**src/rtl/rx78_cart_loader.sv**
```systemverilog
// rx78_cart_loader -- streams a cartridge image from the HPS ioctl port into
// CPU address space through a 4-entry FIFO, and holds the core in reset until
// the image has landed.
// Optional feature: define RX78_CART_FILL_EN to pad the rest of the cartridge
// window with 8'hFF after the download, before the core is released.
//
// Upload handshake: upload_we is high whenever a write is pending; upload_addr
// and upload_data hold steady until a cycle with upload_we=1 and upload_rdy=1,
// which is the only cycle in which the pending write is consumed.
module rx78_cart_loader #(
  parameter logic [15:0] CART_BASE  = 16'h2000,
  parameter int          CART_MAX   = 24576,
  parameter logic [7:0]  CART_INDEX = 8'd1,
  parameter int          HOLD_EXT   = 16
) (
  input  logic        clk_sys,
  input  logic        reset_n,
  input  logic        ioctl_download,
  input  logic [7:0]  ioctl_index,
  input  logic        ioctl_wr,
  input  logic [24:0] ioctl_addr,
  input  logic [7:0]  ioctl_dout,
  output logic        ioctl_wait,
  output logic [15:0] upload_addr,
  output logic [7:0]  upload_data,
  output logic        upload_we,
  input  logic        upload_rdy,
  output logic        cpu_reset,
  output logic [15:0] cart_size,
  output logic        cart_valid,
  output logic        overflow
);

  localparam logic [24:0] MAX_ADDR  = 25'(CART_MAX);
  localparam logic [15:0] MAX_SIZE  = 16'(CART_MAX);
  localparam logic [15:0] HOLD_LAST = 16'(HOLD_EXT - 1);

  typedef enum logic [2:0] {
    S_IDLE  = 3'd0,
    S_LOAD  = 3'd1,
    S_DRAIN = 3'd2,
    S_HOLD  = 3'd3
`ifdef RX78_CART_FILL_EN
    , S_FILL = 3'd4
`endif
  } state_t;

  state_t      state_q, state_d;

  // FIFO entry layout: {cpu_addr[15:0], data[7:0]}
  logic [23:0] fifo_mem [4];
  logic [1:0]  wr_ptr_q, rd_ptr_q;
  logic [2:0]  count_q;

  logic [15:0] cart_size_q;
  logic        cart_valid_q, overflow_q, cpu_reset_q;
  logic        boot_q;    // release after reset still pending
  logic        loaded_q;  // the HOLD in progress follows a cartridge load
  logic [15:0] hold_cnt_q;

  logic        cart_sel, enter_load, fifo_empty, fifo_full;
  logic        wr_req, in_range, push, drop, pop, hold_done;
  logic [16:0] byte_end;

  assign cart_sel   = ioctl_download && (ioctl_index == CART_INDEX);
  assign enter_load = (state_d == S_LOAD) && (state_q != S_LOAD);
  assign fifo_empty = (count_q == 3'd0);
  assign fifo_full  = (count_q == 3'd4);
  assign wr_req     = (state_q == S_LOAD) && ioctl_wr;
  assign in_range   = (ioctl_addr < MAX_ADDR);
  assign push       = wr_req && in_range && !fifo_full;
  assign drop       = wr_req && !(in_range && !fifo_full);
  assign pop        = !fifo_empty && upload_rdy;
  assign hold_done  = (hold_cnt_q == HOLD_LAST);
  // Accepted addresses are below CART_MAX, so addr+1 never exceeds CART_MAX.
  assign byte_end   = {1'b0, ioctl_addr[15:0]} + 17'd1;

`ifdef RX78_CART_FILL_EN
  logic [15:0] fill_ptr_q;
  logic        fill_done, fill_take;
  assign fill_done = (fill_ptr_q == MAX_SIZE);
  assign fill_take = (state_q == S_FILL) && !fill_done && upload_rdy;
`endif

  // State register
  always_ff @(posedge clk_sys) begin
    if (!reset_n) state_q <= S_IDLE;
    else          state_q <= state_d;
  end

  // Next-state logic; a new cartridge download pre-empts any post-load phase
  always_comb begin
    state_d = state_q;
    unique case (state_q)
      S_IDLE: begin
        if (cart_sel)    state_d = S_LOAD;
        else if (boot_q) state_d = S_HOLD;
      end
      S_LOAD: begin
        if (!ioctl_download) state_d = S_DRAIN;
      end
      S_DRAIN: begin
        if (cart_sel) state_d = S_LOAD;
`ifdef RX78_CART_FILL_EN
        else if (fifo_empty) state_d = S_FILL;
`else
        else if (fifo_empty) state_d = S_HOLD;
`endif
      end
`ifdef RX78_CART_FILL_EN
      S_FILL: begin
        if (cart_sel)       state_d = S_LOAD;
        else if (fill_done) state_d = S_HOLD;
      end
`endif
      S_HOLD: begin
        if (cart_sel)       state_d = S_LOAD;
        else if (hold_done) state_d = S_IDLE;
      end
      default: state_d = S_IDLE;
    endcase
  end

  // Output logic: FIFO head drives the upload port; FILL takes over once drained
  always_comb begin
    ioctl_wait  = (count_q >= 3'd3);
    upload_we   = 1'b0;
    upload_addr = 16'h0000;
    upload_data = 8'h00;
    if (!fifo_empty) begin
      upload_we   = 1'b1;
      upload_addr = fifo_mem[rd_ptr_q][23:8];
      upload_data = fifo_mem[rd_ptr_q][7:0];
    end
`ifdef RX78_CART_FILL_EN
    else if ((state_q == S_FILL) && !fill_done) begin
      upload_we   = 1'b1;
      upload_addr = CART_BASE + fill_ptr_q;
      upload_data = 8'hFF;
    end
`endif
  end

  assign cpu_reset  = cpu_reset_q;
  assign cart_size  = cart_size_q;
  assign cart_valid = cart_valid_q;
  assign overflow   = overflow_q;

  // FIFO storage: written on every accepted byte, already relocated to CPU space
  always_ff @(posedge clk_sys) begin
    if (push) fifo_mem[wr_ptr_q] <= {CART_BASE + ioctl_addr[15:0], ioctl_dout};
  end

  // FIFO pointers and occupancy; entering LOAD discards anything left over
  always_ff @(posedge clk_sys) begin
    if (!reset_n || enter_load) begin
      wr_ptr_q <= 2'd0;
      rd_ptr_q <= 2'd0;
      count_q  <= 3'd0;
    end else begin
      if (push) wr_ptr_q <= wr_ptr_q + 2'd1;
      if (pop)  rd_ptr_q <= rd_ptr_q + 2'd1;
      count_q <= count_q + 3'(push) - 3'(pop);
    end
  end

  // Cartridge status: cleared on each load, core released when HOLD expires
  always_ff @(posedge clk_sys) begin
    if (!reset_n) begin
      cart_size_q  <= 16'h0000;
      cart_valid_q <= 1'b0;
      overflow_q   <= 1'b0;
      cpu_reset_q  <= 1'b1;
      boot_q       <= 1'b1;
      loaded_q     <= 1'b0;
    end else if (enter_load) begin
      cart_size_q  <= 16'h0000;
      cart_valid_q <= 1'b0;
      overflow_q   <= 1'b0;
      cpu_reset_q  <= 1'b1;
      boot_q       <= 1'b0;
      loaded_q     <= 1'b1;
    end else begin
      if (push && (byte_end > {1'b0, cart_size_q})) cart_size_q <= byte_end[15:0];
      if (drop) overflow_q <= 1'b1;
      if ((state_q == S_HOLD) && (state_d == S_IDLE)) begin
        cpu_reset_q  <= 1'b0;
        cart_valid_q <= loaded_q;
        boot_q       <= 1'b0;
        loaded_q     <= 1'b0;
      end
    end
  end

  // HOLD duration counter, restarts from zero on every entry to HOLD
  always_ff @(posedge clk_sys) begin
    if (!reset_n || (state_q != S_HOLD)) hold_cnt_q <= 16'h0000;
    else                                 hold_cnt_q <= hold_cnt_q + 16'd1;
  end

`ifdef RX78_CART_FILL_EN
  // Fill pointer: starts just past the loaded image, advances per accepted write
  always_ff @(posedge clk_sys) begin
    if (!reset_n)                fill_ptr_q <= 16'h0000;
    else if (state_q == S_DRAIN) fill_ptr_q <= cart_size_q;
    else if (fill_take)          fill_ptr_q <= fill_ptr_q + 16'd1;
  end
`endif

endmodule

```
**config.mk**
```make
export PLATFORM = sky130hd
export DESIGN_NAME = rx78_cart_loader
export DESIGN_NICKNAME = d
export VERILOG_FILES = /design/src/rtl/rx78_cart_loader.sv
export SDC_FILE = /design/constraint.sdc
export NUM_CORES = 1
export LEC_CHECK = 0
export BUFFER_PORTS_ARGS = -buffer_cell sky130_fd_sc_hd__buf_4
export CORE_AREA = 2 2 110 112
export CTS_BUF_LIST = sky130_fd_sc_hd__clkbuf_16
export DETAILED_ROUTE_END_ITERATION = 8
export DIE_AREA = 0 0 112 114
export GPL_ROUTABILITY_DRIVEN = 0
export HOLD_SLACK_MARGIN = 0.06
export PLACE_DENSITY = 0.78
export SKIP_LAST_GASP = 1
export SLEW_MARGIN = 20
export SYNTH_ARGS = -nofsm -noshare
export SYNTH_HDL_FRONTEND = slang
export SYNTH_SLANG_ARGS = --single-unit
```
**constraint.sdc**
```tcl
create_clock -name clk_sys -period 3.8 [get_ports clk_sys]
set_input_delay 0.57 -clock clk_sys [delete_from_list [all_inputs] [get_ports clk_sys]]
set_output_delay 0.57 -clock clk_sys [all_outputs]
set_load 0.1 [all_outputs]
```
======== Word level (Yosys, flattened, before mapping) ========
Memories as Yosys holds them, arrays and structs flattened. A register that Yosys moved wholly into a read port is not among the register bits.
Index checks and enable logic that the tools add are counted.
operators by class
  $add $sub $neg .......................... 7
  order comparisons ....................... 3
  equal/unequal tests ..................... 9
  multiplexer cells ....................... 18
  bitwise gates (word level) .............. 1
  reduce and logical (&&, ||, !) cells .... 21
operators by type and width
  cell                      count
  $lt A25 B15 Y1 const B    1
  $mux W3                   7
  $add A16 B1 Y17 const B   1
  $gt A17 B16 Y1            1
  $add A14 B16 Y16 const A  1
  $add A16 B1 Y16 const B   1
  $eq A16 B4 Y1 const B     1
  $mux W16                  1
  $pmux W3 S4               1
  $logic_and A1 B1 Y1       10
  $logic_not A3 Y1          3
  $eq A8 B1 Y1 const B      1
  $mux W8                   1
  $eq A3 B1 Y1 const B      2
  $eq A3 B2 Y1 const B      2
  $mux W1                   6
  $add A2 B1 Y2 const B     2
  $logic_not A1 Y1          4
  $mux W2                   2
  $add A3 B1 Y3             1
  $eq A3 B3 Y1 const B      1
  $ge A3 B2 Y1 const B      1
  $ne A3 B1 Y1 const B      1
  $ne A3 B2 Y1 const B      1
  5 further kinds           6
storage, ports and cells
  register bits ........................... 47
  RAM bits ................................ 96
  logic and storage cells ................. 71
  memories kept ........................... 1
memory list
  name      words  width  rd ports  clocked after memory_dff  write ports  line  RTL
  fifo_mem  4      24     1         1                         1            51    logic [23:0] fifo_mem [4];

======== Longest topological paths before layout ========
  depth after elaboration ................. 8
  mapped depth ............................ 13
  mapped depth without buffers ............ 12

======== Worst setup path after synthesis ========
No wires, ideal clock.
  kind .................................... in2reg
  from .................................... input port ioctl_addr[0]
  to ...................................... register cart_size_q[10] (netlist: cart_size[10])
  setup time .............................. 0.128 ns
  arrival ................................. 3.096 ns
  slack ................................... 0.577 ns
  stages .................................. 13
  buffers on the path ..................... 1
  cell sequence ........................... ha_1 > nand3_4 > nor3_1 > and3_1 > xor2_1 > ha_1 > a41oi_1 > o21ai_0 > a2111oi_2 > o32ai_4 > buf_8 > mux2i_1 > nor2_1
on the way
  elaborated cells on any way between the ends .. 6
  those cells by class .................... add/sub (1); order compare (2); reduce/logical (3)
RTL lines
  item                    line  RTL
  start: declaration      21    input logic [24:0] ioctl_addr,
  $add A16 B1 Y17         76    assign byte_end = {1'b0, ioctl_addr[15:0]} + 17'd1;
  net byte_end[12]        63    logic [16:0] byte_end;
  $gt A17 B16 Y1          184   if (push && (byte_end > {1'b0, cart_size_q})) cart_size_q <= byte_end[15:0];
  $logic_and A1 B1 Y1     184
  end signal: assignment  184
  end: declaration        55    logic [15:0] cart_size_q;
The timed path passes the listed nets, and every way through them passes these cells.
A chain may end at the register's enable or synchronous reset.

======== Worst setup path after layout ========
  from .................................... input port ioctl_addr[0]
  to ...................................... register cart_size_q[9] (netlist: cart_size[9])
Same word-level chain as after synthesis.

==> out/qor.yml <==
run_status: "finished clean"
htreeDepth: 4
numCtsBuffers: 17
ys_warn_count: 0
layout_common_cells: "96 x edfxtp_1, 96 x buf_4, 57 x nor2_1"
hold_buffers: 0
viasPerCell: 5.47
ys_seq_elements: 145
worstSetupStartpointType: "input port"
max_freq_ghz: 0.301
async_flop_share_pct: 0
grt_max_degree: 28
finalNetCount: 655
setup_viol: 0
setup_tns_ns: 0
die_w_um: 112
slew_headroom_pct: 29.3
syn_to_final_growth_pct: 22.0
fillers: 850
vias: 4059
rows: 40
synth_seq_area_share_pct: 59.5
min_period_ns: 3.33
hold_violations: 0
overflow: 0
whs_ns: 0.360
routedWlPerCell_um: 17.3
top_level_ports: 91
first_iter_violations: 262
p_per_area_nw_per_um2: 671
grt_pass1_wl_um: 20600
syn_area_per_cell_um2: 13.5
synthesis.area_um2: 6490
wl_um: 12800
cts_sinks: 145
firstDrtPassIters: 5
final_max_slew_viol_count: 0
cts_setup_buffers: 0
drcViolationCount: 0
start_util_pct: 55.4
crit_required_ns: 4.09
syn_inst: 480
post_cts_resized: 0
syn_nets: 553
die_area_um2: 12800
layout-drive-gt1-share_pct: 27.9
ir_worst_vdd_v: 0.00102
dieHeight_um: 114
worstHoldPathType: "input port to flip-flop"
tightest_slew_ns: 1.06
critPathMaxFanout: 17
cts.path.max_buffers: 2
path_clk_slew_ns: 0.06
cts_tree: "built"
antenna_found_initial: 0
antenna_left: 0
synth_edf_count: 96
path_class: "input port to flip-flop"
hpwl_um: 8500
root_buffer: "clkbuf_16"
drv_cap: 0
grt_pass1_vias: 4143
grt_usage_pct: 21.1
arrival_ns: 3.61
io_buffers: 90
cellLeakagePower_nw: 2.90
rsz0062_at_grt: "false"
synth_ff_type: "edfxtp_1"
cp-end-kind: "flip-flop"
antenna_cells: 0
clk_latency_ns: 0.41
skew_ns: 0.00912
core_area_um2: 11700
synth_cell_type_count: 50
min_period_over_period_pct: 87.5
-- state kept, by name, indices dropped and copies added (netlist names), named ones only --
| register | count |
|---|---|
| boot_q | 1 |
| state_q | 3 |
| loaded_q | 1 |
| rd_ptr_q | 2 |
| hold_cnt_q | 16 |
| wr_ptr_q | 2 |
| cart_valid | 1 |
| count_q | 3 |
| overflow | 1 |
| cpu_reset | 1 |
| cart_size | 16 |
| fifo_mem | 96 |
-- worst max-delay path: stages --
cell and delay [ns]:
buf_4 0.13, ha_1 0.24, nand3_4 0.13, nor3_1 0.25, and3_1 0.21, xor2_1 0.22, ha_1 0.19, inv_1 0.04
o21ai_0 0.21, a2111oi_2 0.13, o32ai_4 0.91, mux2i_1 0.28, nor2_1 0.07
-- power breakdown --
group          switching, mW  internal (mW)
sequential            0.0627           1.71
combinational           1.46          0.453
clock                  0.661          0.974
-- path summary, 6_finish.rpt --
path                       startpoint                         to  slack, ns  depth (start not counted)
max                     ioctl_addr[0]  cart_size[9]$_SDFFE_PP0P_       0.47                         13
min                     ioctl_dout[6]   fifo_mem[0][6]$_DFFE_PP_       0.36                          1
max reg2reg     count_q[1]$_SDFF_PP0_      count_q[2]$_SDFF_PP0_       1.09                          8
min reg2reg  hold_cnt_q[0]$_SDFF_PP0_   hold_cnt_q[0]$_SDFF_PP0_       0.46                          1
-- stage by stage --
stage          area, µm²  power [mW]  util (%)  std cells  setup WS [ns]
6_report            7920        5.31      67.6        742          0.475
5_1_grt             7920        5.51      67.6        742          0.248
4_1_cts             7920        5.35      67.6        742          0.514
3_5_place_dp        7340        3.72      62.6        710         0.0821
3_3_place_gp        7340        3.69      62.6        710          0.250
2_1_floorplan       6490        3.31         -        480          0.577
-- final cells by class --
| class | count | area (µm²) | share of cell area (%) |
|---|---|---|---|
| Clock inverter | 15 | 159 | 2.01 |
| Sequential cell | 145 | 3860 | 48.8 |
| Clock buffer | 17 | 425 | 5.37 |
| Multi-Input combinational cell | 292 | 2450 | 31.0 |
| Timing Repair Buffer | 96 | 721 | 9.10 |
| Tap cell | 147 | 184 | 2.32 |
| Inverter | 30 | 113 | 1.42 |
-- logic make-up after synthesis --
group	synth area share, %
AOI/OAI and AO/OA	3.24
xor gates and xnor gates	4.45
adders and majority gates	5.32
buffers and inverters	2.70
DFF	59.5
muxes	10.8
other	0.0577
and+or+nand+nor	14.0
-- synthesized netlist by cell type (2+ instances only) --
library cell / count / share of area (%)
clkbuf_1: 9 / 0.52
nand2_1: 16 / 0.92
xor2_1: 16 / 2.2
nand4_1: 11 / 1.1
ha_1: 26 / 5.0
nor4b_1: 2 / 0.27
nor2b_1: 4 / 0.39
buf_2: 2 / 0.15
and2_1: 25 / 2.4
a2111oi_2: 2 / 0.46
nor2_1: 57 / 3.3
a21oi_1: 7 / 0.54
xnor2_1: 17 / 2.3
nor3_1: 4 / 0.31
o211ai_1: 2 / 0.23
mux2i_1: 16 / 2.5
mux4_2: 24 / 8.3
and3_1: 11 / 1.1
inv_1: 30 / 1.7
edfxtp_1: 96 / 44
dfxtp_1: 49 / 15
and4_1: 3 / 0.40
nor4_1: 5 / 0.48
o21ai_0: 8 / 0.62
nand3_1: 12 / 0.92
a41oi_1: 2 / 0.27
-- metal layers --
metal / global-route usage [%] / wire length (µm)
met3: 5.26 / 759
met2: 35.2 / 6310
met5: 0 / 0
met4: 6.67 / 128
met1: 27.7 / 5610
(Power assumes the default switching activity.)
